[src/rtl/mdc_stream_pkg.sv]
// Shared definitions for the coprocessor stream input stage:
// job FSM state type and default sizing constants.
package mdc_stream_pkg;

    localparam int DEF_DATA_WIDTH = 32;
    localparam int DEF_DEPTH      = 4;
    localparam int DEF_CNT_WIDTH  = 16;

    typedef enum logic [1:0] {
        IDLE = 2'd0,
        RUN  = 2'd1,
        DONE = 2'd2
    } state_t;

endpackage

[src/rtl/stream_fifo_core.sv]
// Pointer/level FIFO used as the elastic buffer of the stream input stage.
// Full and empty are derived from the occupancy counter, so the pointers
// can wrap freely modulo DEPTH without needing an extra wrap bit.
module stream_fifo_core
    import mdc_stream_pkg::*;
#(
    parameter  int DATA_WIDTH = DEF_DATA_WIDTH,
    parameter  int DEPTH      = DEF_DEPTH,
    localparam int PTR_W      = $clog2(DEPTH),
    localparam int LVL_W      = $clog2(DEPTH) + 1
) (
    input  logic                  clk_i,
    input  logic                  rst_ni,
    input  logic                  clear_i,
    input  logic                  push_i,
    input  logic [DATA_WIDTH-1:0] data_i,
    input  logic                  pop_i,
    output logic [DATA_WIDTH-1:0] data_o,
    output logic                  full_o,
    output logic                  empty_o,
    output logic [LVL_W-1:0]      level_o
);

    localparam logic [LVL_W-1:0] FULL_LVL = LVL_W'(DEPTH);

    logic [DATA_WIDTH-1:0] r_mem [DEPTH];
    logic [PTR_W-1:0]      r_wrPtr;
    logic [PTR_W-1:0]      r_rdPtr;
    logic [LVL_W-1:0]      r_level;
    logic                  w_full;
    logic                  w_empty;
    logic                  w_push;
    logic                  w_pop;

    assign w_full  = (r_level == FULL_LVL);
    assign w_empty = (r_level == '0);

    // A push into a full buffer or a pop from an empty one is dropped;
    // a soft clear suppresses both so the flush wins over traffic.
    assign w_push = push_i && !w_full  && !clear_i;
    assign w_pop  = pop_i  && !w_empty && !clear_i;

    // Storage array; reset to zero so the output word is defined after reset.
    always_ff @(posedge clk_i or negedge rst_ni) begin
        if (!rst_ni) begin
            for (int i = 0; i < DEPTH; i++) begin
                r_mem[i] <= '0;
            end
        end else if (w_push) begin
            r_mem[r_wrPtr] <= data_i;
        end
    end

    // Write and read pointers advance independently and wrap modulo DEPTH.
    always_ff @(posedge clk_i or negedge rst_ni) begin
        if (!rst_ni) begin
            r_wrPtr <= '0;
            r_rdPtr <= '0;
        end else if (clear_i) begin
            r_wrPtr <= '0;
            r_rdPtr <= '0;
        end else begin
            if (w_push) begin
                r_wrPtr <= r_wrPtr + PTR_W'(1);
            end
            if (w_pop) begin
                r_rdPtr <= r_rdPtr + PTR_W'(1);
            end
        end
    end

    // Occupancy counter; a simultaneous push and pop leaves it unchanged.
    always_ff @(posedge clk_i or negedge rst_ni) begin
        if (!rst_ni) begin
            r_level <= '0;
        end else if (clear_i) begin
            r_level <= '0;
        end else begin
            case ({w_push, w_pop})
                2'b10:   r_level <= r_level + LVL_W'(1);
                2'b01:   r_level <= r_level - LVL_W'(1);
                default: r_level <= r_level;
            endcase
        end
    end

    assign data_o  = r_mem[r_rdPtr];
    assign full_o  = w_full;
    assign empty_o = w_empty;
    assign level_o = r_level;

endmodule

[src/rtl/stream_fifo_counter.sv]
// Elastic input stage between the stream-to-flat adapter and the datapath.
// Buffers up to DEPTH words, admits exactly the programmed job length and
// pulses done once the last word has been taken by the datapath. The
// upstream ready depends only on registered state, which breaks the
// combinational ready path from the datapath back to the streamer.
module stream_fifo_counter
    import mdc_stream_pkg::*;
#(
    parameter  int DATA_WIDTH = DEF_DATA_WIDTH,
    parameter  int DEPTH      = DEF_DEPTH,
    parameter  int CNT_WIDTH  = DEF_CNT_WIDTH,
    localparam int LVL_W      = $clog2(DEPTH) + 1
) (
    input  logic                  clk_i,
    input  logic                  rst_ni,
    input  logic                  clear_i,
    input  logic                  start_i,
    input  logic [CNT_WIDTH-1:0]  len_i,
    input  logic [DATA_WIDTH-1:0] in_data,
    input  logic                  in_valid,
    output logic                  in_ready,
    output logic [DATA_WIDTH-1:0] out_data,
    output logic                  out_valid,
    input  logic                  out_ready,
    output logic                  busy_o,
    output logic                  done_o,
    output logic [LVL_W-1:0]      level_o
);

    state_t               r_state;
    logic [CNT_WIDTH-1:0] r_len;
    logic [CNT_WIDTH-1:0] r_inCnt;
    logic [CNT_WIDTH-1:0] r_outCnt;
    logic                 r_busy;
    logic                 r_done;

    logic                 w_full;
    logic                 w_empty;
    logic                 w_push;
    logic                 w_pop;
    logic                 w_lastPop;
    logic [CNT_WIDTH-1:0] w_outCntNext;

    // Ready is built from registered state only: FSM state, buffer level
    // and the admitted-word count, never from out_ready.
    assign in_ready     = (r_state == RUN) && !w_full && (r_inCnt < r_len);
    assign out_valid    = !w_empty;
    assign w_push       = in_valid && in_ready;
    assign w_pop        = out_valid && out_ready;
    assign w_outCntNext = r_outCnt + CNT_WIDTH'(1);
    assign w_lastPop    = (r_state == RUN) && w_pop && (w_outCntNext == r_len);

    stream_fifo_core #(
        .DATA_WIDTH (DATA_WIDTH),
        .DEPTH      (DEPTH)
    ) u_fifo (
        .clk_i   (clk_i),
        .rst_ni  (rst_ni),
        .clear_i (clear_i),
        .push_i  (w_push),
        .data_i  (in_data),
        .pop_i   (w_pop),
        .data_o  (out_data),
        .full_o  (w_full),
        .empty_o (w_empty),
        .level_o (level_o)
    );

    // Job FSM with registered busy/done; clear returns to IDLE without a done pulse.
    always_ff @(posedge clk_i or negedge rst_ni) begin
        if (!rst_ni) begin
            r_state <= IDLE;
            r_len   <= '0;
            r_busy  <= 1'b0;
            r_done  <= 1'b0;
        end else if (clear_i) begin
            r_state <= IDLE;
            r_len   <= '0;
            r_busy  <= 1'b0;
            r_done  <= 1'b0;
        end else begin
            case (r_state)
                IDLE: begin
                    r_done <= 1'b0;
                    if (start_i) begin
                        if (len_i == '0) begin
                            r_state <= DONE;
                            r_done  <= 1'b1;
                        end else begin
                            r_state <= RUN;
                            r_len   <= len_i;
                            r_busy  <= 1'b1;
                        end
                    end
                end
                RUN: begin
                    if (w_lastPop) begin
                        r_state <= DONE;
                        r_busy  <= 1'b0;
                        r_done  <= 1'b1;
                    end
                end
                DONE: begin
                    r_state <= IDLE;
                    r_busy  <= 1'b0;
                    r_done  <= 1'b0;
                end
                default: begin
                    r_state <= IDLE;
                    r_busy  <= 1'b0;
                    r_done  <= 1'b0;
                end
            endcase
        end
    end

    // Admitted and delivered word counters, restarted whenever a job is accepted.
    always_ff @(posedge clk_i or negedge rst_ni) begin
        if (!rst_ni) begin
            r_inCnt  <= '0;
            r_outCnt <= '0;
        end else if (clear_i) begin
            r_inCnt  <= '0;
            r_outCnt <= '0;
        end else if ((r_state == IDLE) && start_i) begin
            r_inCnt  <= '0;
            r_outCnt <= '0;
        end else if (r_state == RUN) begin
            if (w_push) begin
                r_inCnt <= r_inCnt + CNT_WIDTH'(1);
            end
            if (w_pop) begin
                r_outCnt <= w_outCntNext;
            end
        end
    end

    assign busy_o = r_busy;
    assign done_o = r_done;

endmodule

[config.mk]
export PLATFORM = sky130hd
export DESIGN_NAME = stream_fifo_counter
export DESIGN_NICKNAME = d
export VERILOG_FILES = /design/src/rtl/mdc_stream_pkg.sv /design/src/rtl/stream_fifo_core.sv /design/src/rtl/stream_fifo_counter.sv
export SDC_FILE = /design/constraint.sdc
export NUM_CORES = 1
export LEC_CHECK = 0
export BUFFER_PORTS_ARGS = -buffer_cell sky130_fd_sc_hd__buf_2
export CORE_MARGIN = 3
export CORE_UTILIZATION = 25
export DETAILED_ROUTE_END_ITERATION = 8
export GPL_TIMING_DRIVEN = 0
export PLACE_DENSITY = 0.46
export SYNTH_ARGS = -nofsm -noshare
export SYNTH_HDL_FRONTEND = slang
export SYNTH_HIERARCHICAL = 1
export SYNTH_SLANG_ARGS = --single-unit
[constraint.sdc]
create_clock -name clk_i -period 3.6 [get_ports clk_i]
set_input_delay 0.18 -clock clk_i [delete_from_list [all_inputs] [get_ports clk_i]]
set_output_delay 0.18 -clock clk_i [all_outputs]
set_load 0.03 [all_outputs]
==> reports/metrics.cfg <==
[floorplan]
floorplan.die_area_sq_mm = 0.04036
die_y_um = 200.9
num_io_pins = 93
coreArea_sq_mm = 0.03705
die_width_um = 200.9
initial_utilization_pct = 25.63
placementRows = 70

[worst_setup_path]
crit_path_end_kind = flip-flop
worst_path_max_stage_delay_ns = 0.60
worst_ep_required_time_ns = 3.97
path_cells = inv_1, ha_1, a21o_1, a21o_1, a2111oi_4, o211a_1, buf_6, o21ai_2, buf_4, inv_1, buf_6, inv_2, nor2_2, nor3_1, fa_2, a31oi_1, nor3_1
critical_path.startpoint_type = flip-flop
r2r_setup_slack_ns = 0.20
crit_fanout = 10
critPathKind = reg2reg
slowest_stage = sky130_fd_sc_hd__fa_2
critPathArrivalTime_ns = 3.77

[global_routing]
grt_pass1_vias = 6687
grt_first_pass_wirelength_um = 37940
grt.total_usage_pct = 11.91
grt_antenna_before_repair = 0
overflow = 0
grt_start_max_net_pins = 110

[synthesis]
syn-instance-count = 729
synthMuxAreaShare_pct = 23.36
postSynth.asyncResetShare_pct = 100.0
yosys_warnings = 6
post_synth_fa_ha_maj_area_fraction_pct = 2.978
synth_enable_flop_cells = 0
post_synth.cell_area_avg_sq_um = 13.03
yosys.area_share.xor_xnor_pct = 3.966
combinational_family_with_the_most_area_after_synthesis = multiplexers
synthDistinctLibCells = 72
synth-seq-area-share_pct = 49.28
synthesized_area_fraction_occupied_by_ao_oa_aoi_and_oai_cells_pct = 7.549
postSynth.topFlopCell = sky130_fd_sc_hd__dfrtp_1
synthSimpleGateAreaFrac_pct = 9.025
ys_seq_elements = 187
post_synth_instance_area_sq_mm = 0.009497
syn-num-nets = 805

[route]
drt_pass1_iterations = 5
wl_per_cell_um = 16.55
routed_via_density = 4.506
detailroute.via_count = 6362
detail_route.iter0.violations = 348
route.antenna.remaining_nets = 0
drt-total-wl_um = 23370
drc = 0

[pwr]
portion_of_total_power_attributed_to_sequential_cells_pct = 41.8
power_density_mw_per_mm2 = 524.1
power.clock.fraction_pct = 30.9
switching_share_pct = 33.56
peakVddDrop_mv = 0.3094
cellInternalPower_mw = 4.109
netSwitchingPower_mw = 2.076
power.static_leakage_nw = 5.322
p_total_mw = 6.185
comb_power_share_pct = 27.3

[job]
max_cap_viol_count = 0

[timing]
finalHoldViolations = 0
grt_setup_unrepaired = no
post-route-min-period_ns = 3.404
timing.final.max_slew_violations = 0
fmax_mhz = 293.8
max_slew_margin_pct = 18.56
final_period_utilization_pct = 94.56
setup_viol = 0
timing.setup.tns_ns = 0
hold_ws_ns = 0.06892
clock-skew-final_ns = 0.01651
tightest_slew_ns = 1.219

[placed_design]
dpl.hpwl_um = 16050
dp_cells = 1326
gp_congestion = 0.7421
portBuffers = 92
dpl_cell_area_sq_mm = 0.01063

[min_path]
holdCritPathClass = in2reg

[finish]
nets = 971
antenna_cells_inserted = 0
layout-area-overhead-vs-synth_pct = 24.26
layout-drive-gt1-share_pct = 38.33
final_standard_cell_count_with_taps_included_and_fillers_excluded = 1412
final_design_area_no_fill_sq_mm = 0.01180

[clock_tree]
clock-sinks = 187
clock_tree_from_tritoncts = yes
clkLatencyLatePin_ns = 0.46
clk_pin_slew_ns = 0.08
cts_inserted_buffers = 17
cts.root.buffer_cell = sky130_fd_sc_hd__clkbuf_16
h_tree_level_count = 4
clockBufferDepth = 2

[run_status]
status = completed

## area by class of cell
class	instances	area (sq um)
clock buffer	17	425.4
inverter	22	82.58
fill	3721	25250
timing repair buffer	148	1033
sequential	187	4682
tap	504	630.6
multi-input combinational	478	4484
buffer	41	289.0
clock inverter	15	172.7
## layer usage
layer / track usage, % / wire length (um) / share of wire, % / up-vias
met5: 0 / 0 / 0 / -
met4: 2.660 / 176 / 0.75 / 0
met3: 2.984 / 870 / 3.7 / 12
met2: 18.93 / 10920 / 47 / 117
met1: 16.45 / 11400 / 49 / 3220
li1: - / - / - / 3013
## power groups by stage
stage          clock network, mW  logic (mW)  registers, mW
3_5_place_dp                   0        1.64           2.62
4_1_cts                     1.99        1.70           2.59
6_report                    1.91        1.69           2.59
5_1_grt                     2.09        1.82           2.63
2_1_floorplan                  0        1.18           2.58
3_3_place_gp                   0        1.63           2.62
## flip-flops by register name, summed over array words and instances (netlist names)
| register | cells |
|---|---|
| r_inCnt | 16 |
| u_fifo/level_o | 3 |
| busy_o | 1 |
| r_state | 2 |
| u_fifo/r_wrPtr | 2 |
| u_fifo/r_mem | 128 |
| r_outCnt | 16 |
| u_fifo/r_rdPtr | 2 |
| r_len | 16 |
| done_o | 1 |
## placed cells by master, fill, tap and decap left out, types with 9 or more instances in the layout
| cell type | count |
|---|---|
| sky130_fd_sc_hd__nor3_1 | 11 |
| sky130_fd_sc_hd__inv_1 | 21 |
| sky130_fd_sc_hd__dlygate4sd3_1 | 49 |
| sky130_fd_sc_hd__o21ai_0 | 15 |
| sky130_fd_sc_hd__buf_6 | 15 |
| sky130_fd_sc_hd__buf_4 | 9 |
| sky130_fd_sc_hd__mux4_2 | 32 |
| sky130_fd_sc_hd__mux2_2 | 119 |
| sky130_fd_sc_hd__ha_1 | 21 |
| sky130_fd_sc_hd__clkbuf_1 | 14 |
| sky130_fd_sc_hd__clkbuf_16 | 17 |
| sky130_fd_sc_hd__nand2_1 | 23 |
| sky130_fd_sc_hd__nor4_1 | 11 |
| sky130_fd_sc_hd__dfrtp_1 | 185 |
| sky130_fd_sc_hd__buf_2 | 99 |
| sky130_fd_sc_hd__nor2_1 | 38 |
| sky130_fd_sc_hd__nand3_1 | 9 |
| sky130_fd_sc_hd__and3_1 | 9 |
| sky130_fd_sc_hd__xnor2_1 | 22 |
| sky130_fd_sc_hd__nand4_1 | 9 |
| sky130_fd_sc_hd__a21oi_1 | 20 |
| sky130_fd_sc_hd__a22o_1 | 16 |
| sky130_fd_sc_hd__xor2_1 | 21 |
## worst max-delay path, delay by kind of cell (launching register included)
kind	cells	cell delay [ns]
DFF	1	0.37
and+or+nand+nor	3	0.33
AOI/OAI and AO/OA	6	1.07
buffers and inverters	6	0.63
adders and majority gates	2	0.91
## cell families after synthesis
family	after synthesis
buffers and inverters	64
adder cells (fa/ha/maj)	22
AO/OA/AOI/OAI	94
AND/OR/NAND/NOR	156
multiplexers	163
flip-flops	187
XOR/XNOR	43
## timing repair
item,in CTS,in global routing
setup buffers,2,4
pin swaps,3,5
gates resized for setup,2,12
setup endpoints to repair,122,126
hold buffers,49,0
hold endpoints to repair,217,0
## path summary, 6_finish.rpt
kind	start	end	cells past startpoint
max reg2reg	r_len[13]$_DFFE_PN0P_	u_fifo/level_o[1]$_DFFE_PN0P_	17
min reg2reg	u_fifo/r_mem[95]$_DFFE_PN0P_	u_fifo/r_mem[95]$_DFFE_PN0P_	1
max in group asynchronous	rst_ni	u_fifo/r_mem[25]$_DFFE_PN0P_	3
min in group asynchronous	rst_ni	u_fifo/r_mem[71]$_DFFE_PN0P_	2
max	r_len[13]$_DFFE_PN0P_	u_fifo/level_o[1]$_DFFE_PN0P_	17
min	clear_i	r_state[1]$_DFFE_PN0P_	2
## cells in the mapped netlist, drive strengths merged, types with 4 or more instances
master   count  area share, %
nand4       10           0.72
nor3        14           0.91
a21oi       20            1.1
nor2b        4           0.26
mux4        32            7.6
nor2        39            1.5
and3        10           0.67
a21o         5           0.41
xnor2       22            2.0
clkbuf      17           0.70
nand2b       7           0.46
dfrtp      187             49
mux2       128             15
a2111oi      4           0.83
ha          21            2.8
or3         11           0.80
nand3       10           0.66
buf         25            2.3
o21ai       16           0.88
nor4        11           0.72
inv         22           0.87
xor2        21            1.9
a22o        16            1.5
nand2       27            1.2
o211ai       7           0.55
## metrics by stage
stage                     setup WS [ns]  utilization [%]
after floorplan                  0.3574                -
after global placement           -1.062            28.58
after detailed placement        -0.1790            28.68
after CTS                    0.00008704            31.71
after global routing           0.007363            31.85
final                            0.1957            31.85
Power figures use the tool's default switching activity.
